$ cat src/rtl/hazard_pkg.sv
// Shared types and constants for the decode-stage hazard controller.
package hazard_pkg;

    typedef enum logic [1:0] {
        ST_RUN      = 2'd0,
        ST_STALL    = 2'd1,
        ST_DIV_WAIT = 2'd2
    } hz_state_t;

    localparam int DIV_CYCLES_DEF = 32;

    // addi x0, x0, 0
    localparam logic [31:0] NOP_INSTR = 32'h0000_0013;

endpackage

$ cat src/rtl/hazard_controller_stall_timer.sv
// Loadable down-counter shared by multi-cycle stalls and divide waits.
module stall_timer #(
    parameter int CW = 6
) (
    input  logic          clk,
    input  logic          i_clr,
    input  logic          i_load,
    input  logic [CW-1:0] i_load_val,
    input  logic          i_dec,
    output logic [CW-1:0] o_count,
    output logic          o_zero
);

    logic [CW-1:0] r_cnt;

    always_ff @(posedge clk) begin
        if (i_clr) begin
            r_cnt <= '0;
        end else if (i_load) begin
            r_cnt <= i_load_val;
        end else if (i_dec && (r_cnt != '0)) begin
            r_cnt <= r_cnt - 1'b1;
        end
    end

    assign o_count = r_cnt;
    assign o_zero  = (r_cnt == '0);

endmodule

$ cat src/rtl/hazard_controller.sv
// Decode-stage interlock: load-use and branch stalls, redirect flush, divide wait.
module hazard_controller
    import hazard_pkg::*;
#(
    parameter int DIV_CYCLES = DIV_CYCLES_DEF
) (
    input  logic       clk,
    input  logic       rst,
    input  logic       id_valid,
    input  logic [4:0] id_rs1,
    input  logic [4:0] id_rs2,
    input  logic       id_uses_rs1,
    input  logic       id_uses_rs2,
    input  logic       id_branch,
    input  logic       id_redirect,
    input  logic       id_div,
    input  logic [4:0] ex_rd,
    input  logic       ex_reg_write,
    input  logic       ex_load,
    input  logic [4:0] mem_rd,
    input  logic       mem_reg_write,
    input  logic       mem_load,
    output logic       pc_stall,
    output logic       ifid_stall,
    output logic       idex_bubble,
    output logic       ifid_flush,
    output logic       div_start,
    output logic       div_busy
);

    localparam int CW = $clog2(DIV_CYCLES + 1);

    hz_state_t     r_state;
    hz_state_t     w_next;
    logic          r_rst_q;
    logic          w_act;
    logic          w_m_ex;
    logic          w_m_mem;
    logic          w_load_use;
    logic          w_br_ex;
    logic          w_br_mem;
    logic          w_hazard;
    logic          w_two;
    logic          w_load;
    logic [CW-1:0] w_load_val;
    logic          w_dec;
    logic [CW-1:0] w_count;
    logic          w_zero;

    function automatic logic src_match(
        input logic       uses,
        input logic [4:0] rs,
        input logic [4:0] rd
    );
        return uses && (rs != 5'd0) && (rs == rd);
    endfunction

    assign w_m_ex = id_valid &&
        (src_match(id_uses_rs1, id_rs1, ex_rd) ||
         src_match(id_uses_rs2, id_rs2, ex_rd));
    assign w_m_mem = id_valid &&
        (src_match(id_uses_rs1, id_rs1, mem_rd) ||
         src_match(id_uses_rs2, id_rs2, mem_rd));

    assign w_load_use = w_m_ex && ex_load;
    assign w_br_ex    = id_branch && w_m_ex && ex_reg_write;
    assign w_br_mem   = id_branch && w_m_mem && mem_load && mem_reg_write;
    assign w_hazard   = w_load_use || w_br_ex || w_br_mem;
    assign w_two      = w_br_ex && ex_load;

    // Outputs stay quiet for the reset cycle and the one after it.
    assign w_act = !rst && !r_rst_q;

    always_comb begin
        pc_stall    = 1'b0;
        ifid_stall  = 1'b0;
        idex_bubble = 1'b0;
        ifid_flush  = 1'b0;
        div_start   = 1'b0;
        div_busy    = 1'b0;
        w_load      = 1'b0;
        w_load_val  = '0;
        w_dec       = 1'b0;
        w_next      = r_state;
        if (w_act) begin
            unique case (r_state)
                ST_RUN: begin
                    if (w_hazard) begin
                        pc_stall    = 1'b1;
                        ifid_stall  = 1'b1;
                        idex_bubble = 1'b1;
                        if (w_two) begin
                            w_load     = 1'b1;
                            w_load_val = CW'(1);
                            w_next     = ST_STALL;
                        end
                    end else begin
                        ifid_flush = id_valid && id_redirect;
                        if (id_valid && id_div) begin
                            div_start  = 1'b1;
                            w_load     = 1'b1;
                            w_load_val = CW'(DIV_CYCLES - 1);
                            w_next     = ST_DIV_WAIT;
                        end
                    end
                end
                ST_STALL: begin
                    pc_stall    = 1'b1;
                    ifid_stall  = 1'b1;
                    idex_bubble = 1'b1;
                    w_dec       = 1'b1;
                    if (w_count <= CW'(1)) begin
                        w_next = ST_RUN;
                    end
                end
                ST_DIV_WAIT: begin
                    div_busy   = 1'b1;
                    pc_stall   = 1'b1;
                    ifid_stall = 1'b1;
                    w_dec      = 1'b1;
                    if (w_zero) begin
                        w_next = ST_RUN;
                    end
                end
                default: begin
                    w_next = ST_RUN;
                end
            endcase
        end
    end

    always_ff @(posedge clk) begin
        if (rst) begin
            r_state <= ST_RUN;
        end else begin
            r_state <= w_next;
        end
    end

    always_ff @(posedge clk) begin
        r_rst_q <= rst;
    end

    stall_timer #(
        .CW(CW)
    ) u_timer (
        .clk       (clk),
        .i_clr     (rst),
        .i_load    (w_load),
        .i_load_val(w_load_val),
        .i_dec     (w_dec),
        .o_count   (w_count),
        .o_zero    (w_zero)
    );

endmodule
$ cat config.mk
export PLATFORM = sky130hd
export DESIGN_NAME = hazard_controller
export DESIGN_NICKNAME = d
export VERILOG_FILES = /design/src/rtl/hazard_pkg.sv /design/src/rtl/hazard_controller_stall_timer.sv /design/src/rtl/hazard_controller.sv
export SDC_FILE = /design/constraint.sdc
export NUM_CORES = 1
export LEC_CHECK = 0
export ABC_AREA = 1
export BUFFER_PORTS_ARGS = -buffer_cell sky130_fd_sc_hd__buf_2
export CAP_MARGIN = 20
export CORE_ASPECT_RATIO = 0.7
export CORE_MARGIN = 1
export CORE_UTILIZATION = 41
export CTS_CLUSTER_DIAMETER = 120
export CTS_CLUSTER_SIZE = 40
export DETAILED_ROUTE_END_ITERATION = 6
export GPL_TIMING_DRIVEN = 0
export PLACE_DENSITY = 0.7
export SKIP_CTS_REPAIR_TIMING = 1
export SYNTH_ARGS = -nofsm -noshare
export SYNTH_HDL_FRONTEND = slang
export SYNTH_SLANG_ARGS = --single-unit
$ cat constraint.sdc
create_clock -name clk -period 1.7 [get_ports clk]
set_clock_uncertainty 0.2 [all_clocks]
set_input_delay 0.17 -clock clk [delete_from_list [all_inputs] [get_ports clk]]
set_output_delay 0.17 -clock clk [all_outputs]
set_load 0.02 [all_outputs]
; ---- After elaboration in Yosys (flattened, before gate mapping)
; Cells that the tools add are included.
[op_classes]
add_sub_neg = 1
magnitude_cmp = 1
eq_ne = 10
n_mux = 33
reduce_logical = 33
[op_table]
columns = cell, n
row1 = 6-bit two-way mux, 5
row2 = 5-bit equality test, 4
row3 = 1-bit logical AND, 19
row4 = 1-bit two-way mux, 19
row5 = 2-bit two-way mux, 5
row6 = 5-bit nonzero test, 2
row7 = "6-bit by 1-bit less-or-equal comparator with 1-bit output, second input constant", 1
row8 = 6-bit zero test, 1
row9 = "3-bit inequality test, second input constant", 2
row10 = 2-bit one-hot mux with 3 select lines, 1
row11 = 6-bit nonzero test, 1
row12 = "6-bit by 1-bit subtractor with 6-bit output, second input constant", 1
row13 = 5-bit two-way mux, 1
row14 = 5-bit AND reduction, 1
row15 = 1-bit logical OR, 4
row16 = 1-bit one-hot mux with 2 select lines, 2
row17 = "2-bit by 1-bit equality test with 1-bit output, second input constant", 1
row18 = "2-bit equality test, second input constant", 1
row19 = 1-bit zero test, 2
row20 = 2-bit zero test, 1
row21 = "2-bit by 1-bit inequality test with 1-bit output, second input constant", 1
row22 = "2-bit inequality test, second input constant", 1
row23 = 2-bit nonzero test, 1
row24 = 2-bit OR reduction, 1
[totals]
ff_bits = 9
in_bits = 32
output_inout_bits = 6
wordCells = 81

; ---- Logic depth before layout (Yosys ltp)
; Gate-level depths: netlist of the first run.
[logic_depth]
ltp_word = 13
ltp_mapped = 15
depth_no_buf = 15

; ---- Hierarchy
; Synthesis of the first run repeated with hierarchy kept, for this count alone.
[unflattened]
hier_cells = 176
hier_area_um2 = 1068.5
[modules_own_cells]
columns = mod, instances, cells_each, area_per_inst_um2
row1 = hazard_controller, 1, 108, 646.9
row2 = stall_timer, 1, 68, 421.7

; ---- Least setup slack after synthesis of the first run
; Ideal clock, no wire load.
[synth_path]
path_type = input port to output port
startpoint = input id_rs1[1]
endpoint = output pc_stall
t_arrival_ns = 1.471
required_ns = 1.330
path_slack_ns = -0.141
stages = 12
path_cell_list = xnor2_1 nand2_1 nor2_1 nand3_2 nand2_2 o21ai_2 nand2_1 nand2_1 inv_1 o21ai_0 nor2_1 buf_4
[synth_between]
elab_chain_len = 12
elab_cells_between_ends = 21
classes_between = 2 x eq/ne / 3 x mux / 16 x reduce/logical
[synth_lines]
columns = item, line_no
row1 = "start, declared", hazard_controller.sv:10  ; input logic [4:0] id_rs1,
row2 = 5-bit nonzero test, hazard_controller.sv:55  ; return uses && (rs != 5'd0) && (rs == rd);
row3 = 1-bit logical AND (2 in series), hazard_controller.sv:55
row4 = 1-bit logical OR (on tied branches), "hazard_controller.sv:59, hazard_controller.sv:62"
row5 = 1-bit logical AND (on tied branches), "hazard_controller.sv:58, hazard_controller.sv:61"
row6 = 1-bit logical AND (on tied branches) (2 in series), "hazard_controller.sv:66, hazard_controller.sv:67"
row7 = 1-bit logical OR / 1-bit logical AND (equally long branches), "hazard_controller.sv:68, hazard_controller.sv:67"
row8 = 1-bit logical OR *, hazard_controller.sv:68  ; assign w_hazard = w_load_use || w_br_ex || w_br_mem;
row9 = 1-bit two-way mux *, --
row10 = 1-bit one-hot mux with 2 select lines *, --
row11 = 1-bit two-way mux *, --
row12 = "end, declared", hazard_controller.sv:23  ; output logic pc_stall,
; Every way passes the cells marked *; elsewhere a longest branch is shown, timed or not.

; ---- Worst setup path after layout of the first run
[layout_path]
startpoint = input ex_rd[0]
endpoint = output pc_stall
[layout_between]
elab_chain_len = 11
elab_cells_between_ends = 14
classes_between = 2 x eq/ne / 3 x mux / 9 x reduce/logical
[layout_lines]
columns = item, line_no
row1 = "start, declared", hazard_controller.sv:17  ; input logic [4:0] ex_rd,
row2 = 5-bit equality test, hazard_controller.sv:55
row3 = 1-bit logical AND, hazard_controller.sv:55
row4 = 1-bit logical OR *, hazard_controller.sv:59  ; (src_match(id_uses_rs1, id_rs1, ex_rd) ||
row5 = 1-bit logical AND *, hazard_controller.sv:58  ; assign w_m_ex = id_valid &&
row6 = 1-bit logical AND (2 in series), hazard_controller.sv:66  ; assign w_br_ex = id_branch && w_m_ex && ex_reg_write;
row7 = 1-bit logical OR * (2 in series), hazard_controller.sv:68
row8 = 1-bit two-way mux *, hazard_controller.sv:88  ; if (w_hazard) begin
row9 = 1-bit one-hot mux with 2 select lines *, hazard_controller.sv:86  ; unique case (r_state)
row10 = 1-bit two-way mux *, hazard_controller.sv:85  ; if (w_act) begin
; Marks and branches as above.

==> results of run 1 <==
power groups by stage:
| stage | clock network (mW) | logic (mW) | registers, mW |
|---|---|---|---|
| 2_1_floorplan | 0 | 0.162 | 0.228 |
| 6_report | 0.265 | 0.280 | 0.227 |
| 5_1_grt | 0.283 | 0.314 | 0.229 |
| 3_5_place_dp | 0 | 0.243 | 0.230 |
| 3_3_place_gp | 0 | 0.241 | 0.230 |
| 4_1_cts | 0.259 | 0.244 | 0.226 |
per-stage QoR:
step / std cells / worst slack, ns / setup TNS, ns
floorplan: 173 / 0.04818 / 0
global placement: 244 / -0.2808 / -1.060
global route: 255 / -0.2881 / -1.039
finish: 255 / -0.1708 / -0.4496
detailed placement: 244 / -0.2762 / -1.047
CTS: 248 / -0.2871 / -1.276
cell families after synthesis:
kind of cell	after synthesis	share of synthesized area (%)
buf+inv	27	9.438
simple gates	99	44.16
flops	9	16.18
compound gates	10	5.842
fa+ha+maj	7	7.865
xor+xnor	21	16.52
worst reg2reg max path: cells and delay by family, from the launching register on:
kind	cells	cell delay [ns]
AND/OR/NAND/NOR	6	0.73
flip-flops	1	0.34
AO/OA/AOI/OAI	2	0.30
layout make-up:
| class | instances | area (µm²) | area share, % |
|---|---|---|---|
| inverter | 26 | 100.1 | 6.245 |
| multi-input combinational | 137 | 938.4 | 58.55 |
| timing repair buffer | 44 | 277.8 | 17.33 |
| buffer | 1 | 11.26 | 0.7026 |
| clock inverter | 1 | 5.005 | 0.3123 |
| sequential | 9 | 186.4 | 11.63 |
| clock buffer | 3 | 41.29 | 2.576 |
| tap | 34 | 42.54 | 2.654 |
flip-flops by register name, indices dropped and copies added, names as in the netlist:
signal           count
r_rst_q              1
r_state              2
u_timer.o_count      6
path summary, 6_finish.rpt:
path	depth (start not counted)	slack, ns	startpoint	end
worst max-delay path	14	-0.17	ex_rd[0]	pc_stall
worst min-delay path	1	-0.08	rst	r_rst_q
worst max register to register	8	0.03	u_timer.o_count[3]	r_state[1]
worst min register to register	2	0.33	r_state[0]	r_state[0]
cells in the final DEF, fill, tap and decap left out, types with 3 or more instances in the layout:
cell      instances
xnor2_1           4
buf_6             5
xnor2_2           3
clkbuf_8          3
inv_1            18
a21oi_1           4
dfxtp_1           6
nor2_2            6
xor2_1           14
buf_2            30
nand3_1          11
inv_2             7
buf_4             9
nor2_1           22
nand2_1          36
nand3_2           4
nand2_2           8
ha_1              6
metal layers:
| metal | part of all wire (%) | vias to the layer above | GRT usage [%] |
|---|---|---|---|
| met2 | 38 | 27 | 24.00 |
| met4 | 0.49 | 0 | 1.333 |
| met5 | 0 | - | 0 |
| met1 | 56 | 472 | 30.36 |
| met3 | 5.5 | 2 | 4.500 |
| li1 | - | 630 | - |
==> results.json, run 1 <==
{
  "run_status": "finished, violations left",
  "failed_checks": "hold timing, setup timing",
  "worst_pin_slew_ns": 0.2349,
  "cts_made_buffers": 3,
  "p_per_area_mw_per_mm2": 482.1,
  "synth_top_cell_by_area": "dfxtp_1",
  "port_buffers": 37,
  "final-hold-violation-count": 3,
  "ant_nets": 0,
  "grt_pass1_wl_um": 4236,
  "p_sw_mw": 0.2636,
  "grt_usage_pct": 18.54,
  "finalSetupViolCount": 4,
  "grt_setup_unrepaired": "true",
  "synth_warnings": 0,
  "p_leak_nw": 0.8481,
  "arrival_ns": 1.50,
  "layout_setup_ws_ns": -0.1708,
  "drv_cap": 0,
  "clk_pin_slew_ns": 0.05,
  "dieArea_mm2": 0.002932,
  "syn_inst": 173,
  "fmax_mhz": 534.5,
  "synth-seq-cells": 9,
  "startpoint_type": "input pin",
  "slowest_stage": "buf_2",
  "vias": 1131,
  "overflow": 0,
  "start_util_pct": 44.28,
  "cp_cell_sequence": "buf_2, xnor2_2, nand2_1, nor2_2, nand3_1, nand2_2, o21ai_4, nand2_2, nand2_2, inv_2, o21ai_4, nor2_4, buf_6, buf_6",
  "critPathKind": "in -> out",
  "grt_max_degree": 11,
  "synthToLayoutAreaGrowth_pct": 43.93,
  "grt_pass1_vias": 957,
  "critical_path_buf_inv_count": 4,
  "clock_path_buffers": 2,
  "synthArstFlopShare_pct": 0,
  "finalPower_mw": 0.7727,
  "hold_path.class": "in -> reg",
  "crit_top_cell": "nand2_2",
  "core-area_mm2": 0.002515,
  "drtPass1Iterations": 4,
  "syn_area_per_cell_um2": 6.437,
  "finalWirelength_um": 2633,
  "synth_cell_types": 24,
  "drt_iter0_drc": 42,
  "whs_ns": -0.07619,
  "intPower_mw": 0.5091,
  "synth_edf_count": 0,
  "n_antenna_cell": 0,
  "drive_gt1_share_pct": 42.53,
  "synth.top_cell.area_share_pct": 16.18,
  "htree_levels": 1,
  "ir_drop_mv": 0.3795,
  "period_needed_ns": 1.871,
  "cp.required_ns": 1.33,
  "rows": 15,
  "cpPeakStageDelay_ns": 0.13,
  "synthTopCellsByArea": "dfxtp_1 (16%), nand2_1 (13%), xor2_1 (11%), nor2_1 (10%), inv_1 (8.8%)",
  "antenna_found_initial": 0,
  "synthFlopType": "dfxtp_1",
  "synth_nets": 212,
  "syn_area_mm2": 0.001114,
  "max_slew_margin_pct": 84.22,
  "cts_tree": "built",
  "final_nets": 261,
  "die_width_um": 64.29,
  "crit_family": "simple AND/OR/NAND/NOR gates",
  "synth_top_cells_by_count": "nand2_1 (39), nor2_1 (30), inv_1 (26), xor2_1 (14), nand3_1 (11)",
  "drc": 0,
  "clkLatencyLatePin_ns": 0.24,
  "ys_seq_area_share_pct": 16.18,
  "switching_share_pct": 34.11,
  "clkPwrFrac_pct": 34.3,
  "slew_violations": 0,
  "post_dp_cell_area_mm2": 0.001371,
  "hpwl_um": 2011,
  "timing.final.crit_share_pct": 110.0,
  "wl_per_cell_um": 10.33,
  "design_area_mm2": 0.001603,
  "clock-root-buffer": "clkbuf_8",
  "synth.most_common_cell": "nand2_1",
  "clock-sinks": 9,
  "utilization_pct": 63.73,
  "fp.dieH_um": 45.60,
  "p_comb_share_pct": 36.2,
  "power_frac_seq_pct": 29.4,
  "fill_cells": 235,
  "routabilityCongestion": 0.8267,
  "crit_path_end_kind": "primary output",
  "vias_per_cell": 4.435,
  "ios": 38,
  "cp_max_fo": 3
}
Note: power is estimated with default switching activity, not from simulation.
==> run 2: changes to the inputs <==
--- a/config.mk
+++ b/config.mk
@@ -6,8 +6,8 @@
 export NUM_CORES = 1
 export LEC_CHECK = 0
 export ABC_AREA = 1
-export BUFFER_PORTS_ARGS = -buffer_cell sky130_fd_sc_hd__buf_2
-export CAP_MARGIN = 20
+export BUFFER_PORTS_ARGS = -buffer_cell sky130_fd_sc_hd__clkbuf_2
+export CAP_MARGIN = 10
 export CORE_ASPECT_RATIO = 0.7
 export CORE_MARGIN = 1
 export CORE_UTILIZATION = 41
@@ -20,3 +20,4 @@
 export SYNTH_ARGS = -nofsm -noshare
 export SYNTH_HDL_FRONTEND = slang
 export SYNTH_SLANG_ARGS = --single-unit
+export TNS_END_PERCENT = 30
==> run 2 against run 1 <==
- the flow finishes with violations (setup timing)
- first-iteration DRC count decreased by 12%
- setup slack got worse by 0.017 ns
- clock power decreased by 3%
- core utilization increased by 2.4 points
- via count increased by 1.5%
- global-route usage increased by 0.22 points
- sequential share of layout area decreased by 0.65 points
==> results.json, run 2 (synthesis results as in run 1) <==
{
  "run_status": "finished, violations left",
  "failed_checks": "setup timing",
  "hold_path.class": "in -> reg",
  "grt_usage_pct": 18.76,
  "ant_nets": 0,
  "port_buffers": 37,
  "whs_endpoint": "u_timer.o_count[1]",
  "clk_pin_slew_ns": 0.05,
  "routabilityCongestion": 0.8475,
  "vias": 1148,
  "grtUsageMet1_pct": 29.91,
  "overflow": 0,
  "busiest_layer": "met1",
  "worstReg2RegStart": "r_rst_q",
  "finalSetupTns_ns": -0.7498,
  "largest_reg_flops": 6,
  "finalWirelength_um": 2717,
  "cp.required_ns": 1.33,
  "crit_path_end_kind": "primary output",
  "final-hold-violation-count": 0,
  "finalSetupViolCount": 7,
  "core-area_mm2": 0.002515,
  "grtUsageMet3_pct": 4.500,
  "worst_pin_slew_ns": 0.2753,
  "fill_cells": 230,
  "min-delay-start": "rst",
  "ios": 38,
  "grt_setup_unrepaired": "true",
  "drv_cap": 0,
  "grt_max_degree": 11,
  "slew_violations": 0,
  "finalPower_mw": 0.7876,
  "clock-sinks": 9,
  "max_slew_margin_pct": 81.62,
  "grt_util_met2_pct": 24.84,
  "drt_iter0_drc": 37,
  "cts_made_buffers": 3,
  "hold_depth": 4,
  "wl_per_cell_um": 10.65,
  "vias_per_cell": 4.502,
  "ir_drop_mv": 0.3978,
  "drtPass1Iterations": 4,
  "drc": 0,
  "period_needed_ns": 1.888,
  "reg2reg_depth": 9,
  "htree_levels": 1,
  "dieArea_mm2": 0.002932,
  "r2r_end": "u_timer.o_count[1]",
  "n_antenna_cell": 0,
  "clock_path_buffers": 2,
  "cts_tree": "built",
  "start_util_pct": 44.28,
  "synthToLayoutAreaGrowth_pct": 49.33,
  "hpwl_um": 1986,
  "p_per_area_mw_per_mm2": 473.6,
  "p_leak_nw": 0.8761,
  "grt_pass1_wl_um": 4243,
  "startpoint_type": "flip-flop",
  "fmax_mhz": 529.7,
  "clkLatencyLatePin_ns": 0.24,
  "grt_pass1_vias": 958,
  "reg2reg_setup_slack_ns": -0.02,
  "timing.final.crit_share_pct": 111.1,
  "drive_gt1_share_pct": 42.08,
  "cp_max_fo": 4,
  "critPathKind": "reg -> out",
  "rows": 15,
  "clock-root-buffer": "clkbuf_8",
  "arrival_ns": 1.52,
  "layout_common_cells": "nand2_1 (35), nor2_1 (23), clkbuf_2 (23), inv_1 (20), xor2_1 (14)",
  "fp.dieH_um": 45.60,
  "layout_setup_ws_ns": -0.1880,
  "antenna_found_initial": 0,
  "layout_commonest_cell": "nand2_1",
  "final_nets": 261,
  "die_width_um": 64.29
}
==> run 2: cell count changes in the layout (fill, tap and decap cells not counted), sizes merged <==
cell,before,now
clkbuf,3,26
buf,45,21
dlygate4sd3,0,1
==> run 2: how the worst max path moves through the flow <==
stage	startpoint	end	slack, ns
floorplan	id_rs1[0]	pc_stall	0.05
global placement	id_rs1[0]	pc_stall	-0.30
detailed placement	id_rs1[0]	pc_stall	-0.28
CTS	id_rs1[1]	pc_stall	-0.29
global route	mem_rd[1]	pc_stall	-0.28
finish	r_rst_q	ifid_flush	-0.19
==> run 2: per-stage QoR <==
| step | utilization [%] | worst slack [ns] | std cells | hold slack [ns] | cell area, µm² |
|---|---|---|---|---|---|
| after floorplan | - | 0.04818 | 173 | -0.002283 | 1144 |
| after global placement | 54.53 | -0.2952 | 244 | 0.1426 | 1371 |
| after detailed placement | 54.53 | -0.2767 | 244 | 0.1430 | 1371 |
| after CTS | 56.37 | -0.2906 | 248 | -0.1037 | 1418 |
| after global routing | 66.12 | -0.2789 | 255 | 0.1744 | 1663 |
| final | 66.12 | -0.1880 | 255 | 0.1201 | 1663 |
==> run 2: worst max-delay path, cell delays in order, from the launching register on <==
cell and delay [ns]:
dfxtp_1 0.31, nor2_2 0.25, inv_1 0.21, nor2_8 0.16, nand3_1 0.07, nor2_1 0.11
clkbuf_2 0.17
==> run 2: layer usage <==
metal	part of all wire [%]	routed length, µm
met1	54	1475
met2	40	1085
met4	0.96	26
met3	4.7	129
met5	0	0
==> run 2: layout make-up <==
cell class                      instances  area [µm²]  share of cell area [%]
Clock buffer                            3       41.29                   2.483
Sequential cell                         9       182.7                   10.99
Inverter                               26       97.59                   5.869
Buffer                                  1       11.26                  0.6772
Multi-Input combinational cell        137       972.2                   58.47
Timing Repair Buffer                   44       310.3                   18.66
Clock inverter                          1       5.005                  0.3010
Tap cell                               34       42.54                   2.558
==> run 2: report_power, final <==
| group | switching, mW | total (mW) | leakage (nW) | internal, mW |
|---|---|---|---|---|
| clock network | 0.0956 | 0.256 | 0.0255 | 0.161 |
| logic | 0.157 | 0.302 | 0.776 | 0.146 |
| registers | 0.00926 | 0.229 | 0.0743 | 0.220 |
==> run 3: changes to the inputs <==
--- a/config.mk
+++ b/config.mk
@@ -5,7 +5,7 @@
 export SDC_FILE = /design/constraint.sdc
 export NUM_CORES = 1
 export LEC_CHECK = 0
-export ABC_AREA = 1
+export ABC_AREA = 0
 export BUFFER_PORTS_ARGS = -buffer_cell sky130_fd_sc_hd__clkbuf_2
 export CAP_MARGIN = 10
 export CORE_ASPECT_RATIO = 0.7
@@ -15,7 +15,7 @@
 export CTS_CLUSTER_SIZE = 40
 export DETAILED_ROUTE_END_ITERATION = 6
 export GPL_TIMING_DRIVEN = 0
-export PLACE_DENSITY = 0.7
+export PLACE_DENSITY = 0.73
 export SKIP_CTS_REPAIR_TIMING = 1
 export SYNTH_ARGS = -nofsm -noshare
 export SYNTH_HDL_FRONTEND = slang
==> run 3 against run 2 <==
- the flow still finishes with violations (setup timing)
- hold slack better by 0.088 ns
- synthesized area decreased by 17%
- register-to-register slack got worse by 0.53 ns
- combinational power fell by 31%
- largest power group is now registers
==> results.json, run 3 <==
{
  "run_status": "finished, violations left",
  "failed_checks": "setup timing",
  "syn_area_um2": 922.1,
  "vias": 1034,
  "n_antenna_cell": 0,
  "final_nets": 203,
  "cp.required_ns": 1.33,
  "drtPass1Iterations": 4,
  "layout_common_cells": "clkbuf_2 (31), xnor2_1 (16), nand2_1 (12), dfxtp_1 (9), xor2_1 (8)",
  "design_area_mm2": 0.001305,
  "cts_tree": "built",
  "grt_pass1_vias": 1011,
  "synthArstFlopShare_pct": 0,
  "place_ws_ns": -0.7042,
  "grt_util_met2_pct": 38.16,
  "dieArea_mm2": 0.002446,
  "synth.top_cell.area_share_pct": 19.54,
  "routabilityCongestion": 0.9098,
  "synth_cell_types": 39,
  "drv_cap": 0,
  "synthFlopType": "dfxtp_1",
  "period_needed_ns": 2.427,
  "syn_area_per_cell_um2": 7.881,
  "finalWirelength_um": 2720,
  "synth.most_common_cell": "xnor2_1",
  "clock-root-buffer": "clkbuf_4",
  "synth_warnings": 0,
  "cp_max_fo": 5,
  "port_buffers": 37,
  "p_per_area_mw_per_mm2": 469.8,
  "grt_setup_unrepaired": "true",
  "wl_per_cell_um": 14.09,
  "fmax_mhz": 412.1,
  "grt_pass1_wl_um": 4547,
  "clock_path_buffers": 2,
  "synthToLayoutAreaGrowth_pct": 41.52,
  "clock-sinks": 9,
  "synth-seq-cells": 9,
  "core-area_mm2": 0.001984,
  "htree_levels": 1,
  "grtUsageMet1_pct": 32.83,
  "clk_pin_slew_ns": 0.06,
  "slew_violations": 0,
  "p_leak_nw": 0.5293,
  "synth_nets": 156,
  "busiest_layer": "met2",
  "largest_reg_flops": 6,
  "instances_no_fill": 193,
  "drive_gt1_share_pct": 38.04,
  "ys_seq_area_share_pct": 19.54,
  "start_util_pct": 46.47,
  "vias_per_cell": 5.358,
  "grt_usage_pct": 24.63,
  "drc": 0,
  "rows": 13,
  "ir_drop_mv": 0.3040,
  "die_width_um": 58.69,
  "ios": 38,
  "overflow": 0,
  "max_slew_margin_pct": 67.21,
  "layout_commonest_cell": "clkbuf_2",
  "worst_pin_slew_ns": 0.4919,
  "hpwl_um": 2126,
  "place_inst": 184,
  "grtUsageMet3_pct": 8.723,
  "synthTopCellsByArea": "dfxtp_1 (20%), xnor2_1 (15%), ha_1 (9.5%), xor2_1 (7.6%), nand2_1 (4.9%)",
  "critPathKind": "in -> out",
  "final-hold-violation-count": 0,
  "layout_setup_ws_ns": -0.7265,
  "synth_top_cells_by_count": "xnor2_1 (16), nand2_1 (12), dfxtp_1 (9), a21oi_1 (8), xor2_1 (8)",
  "ant_nets": 0,
  "hold_path.class": "in -> reg",
  "arrival_ns": 2.06,
  "cts_made_buffers": 3,
  "startpoint_type": "input pin",
  "timing.final.crit_share_pct": 142.7,
  "synth_edf_count": 0,
  "drt_iter0_drc": 30,
  "clkLatencyLatePin_ns": 0.27,
  "syn_inst": 117,
  "post_dp_cell_area_mm2": 0.001195,
  "antenna_found_initial": 0,
  "grt_max_degree": 11,
  "crit_path_end_kind": "primary output",
  "finalSetupViolCount": 13,
  "synth_top_cell_by_area": "dfxtp_1",
  "fp.dieH_um": 41.68
}
-- run 3: changes by cell type in the layout (fill, tap and decap cells not counted), moves of 5 or more --
| cell | before | now |
|---|---|---|
| xor2_1 | 14 | 8 |
| inv_2 | 6 | 0 |
| buf_6 | 9 | 3 |
| nand2_2 | 9 | 1 |
| inv_1 | 20 | 5 |
| xnor2_1 | 1 | 16 |
| nand3_1 | 11 | 4 |
| nor2_1 | 23 | 4 |
| nand2_1 | 35 | 12 |
| xnor2_2 | 5 | 0 |
| clkbuf_2 | 23 | 31 |
-- run 3: final timing paths --
kind | endpoint | slack, ns | cells past startpoint | from
setup / recovery | div_start | -0.73 | 10 | id_rs2[4]
hold / removal | u_timer.o_count[2] | 0.21 | 5 | id_div
setup reg to reg | u_timer.o_count[5] | -0.55 | 8 | r_state[0]
hold reg to reg | r_state[0] | 0.33 | 2 | r_state[0]
-- run 3: kinds of logic (layout without fill, tap and decap cells) --
family | Yosys count | after routing | share of synthesized area, %
and+or+nand+nor | 43 | 43 | 25.65
AOI/OAI and AO/OA | 24 | 24 | 17.91
xor gates and xnor gates | 24 | 24 | 22.79
buffers and inverters | 10 | 56 | 4.613
DFF | 9 | 9 | 19.54
adders and majority gates | 7 | 7 | 9.498
-- run 3: metal layers --
layer | vias to the layer above | wire, µm | part of all wire [%]
met1 | 486 | 1263 | 46
met5 | - | 0 | 0
li1 | 511 | - | -
met3 | 4 | 163 | 6.0
met2 | 33 | 1265 | 47
met4 | 0 | 27 | 0.99
-- run 3: where the power goes --
part / total [mW] / switching, mW / internal [mW] / leakage [nW]
logic: 0.207 / 0.108 / 0.0993 / 0.441
clock network: 0.177 / 0.0859 / 0.0909 / 0.0150
registers: 0.229 / 0.0102 / 0.219 / 0.0734
total: 0.613 / 0.204 / 0.409 / 0.529
-- run 3: through the flow --
step | utilization, % | TNS [ns] | hold slack (ns) | power, mW
4_1_cts | 61.54 | -5.575 | -0.1744 | 0.5957
5_1_grt | 65.76 | -7.461 | 0.2412 | 0.6468
6_report | 65.76 | -6.054 | 0.2082 | 0.6131
2_1_floorplan | - | -3.511 | -0.002283 | 0.3379
3_5_place_dp | 60.21 | -6.938 | 0.1065 | 0.4195
3_3_place_gp | 60.21 | -6.406 | 0.1021 | 0.4114
-- run 3: critical path, cell delays in order --
cell     delay [ns]
buf_8          0.10
or4_4          0.54
o21ai_4        0.21
nor4_2         0.07
nor2_2         0.17
nand2_2        0.09
or3_1          0.40
buf_6          0.15
inv_4          0.04
buf_6          0.10
-- run 3: layout make-up --
| type | instances | area [µm²] |
|---|---|---|
| multi-input combinational | 98 | 759.5 |
| fill | 166 | 679.4 |
| timing repair buffer | 42 | 250.2 |
| sequential | 9 | 180.2 |
| tap | 30 | 37.54 |
| clock buffer | 4 | 26.28 |
| buffer | 4 | 26.28 |
| inverter | 6 | 25.02 |
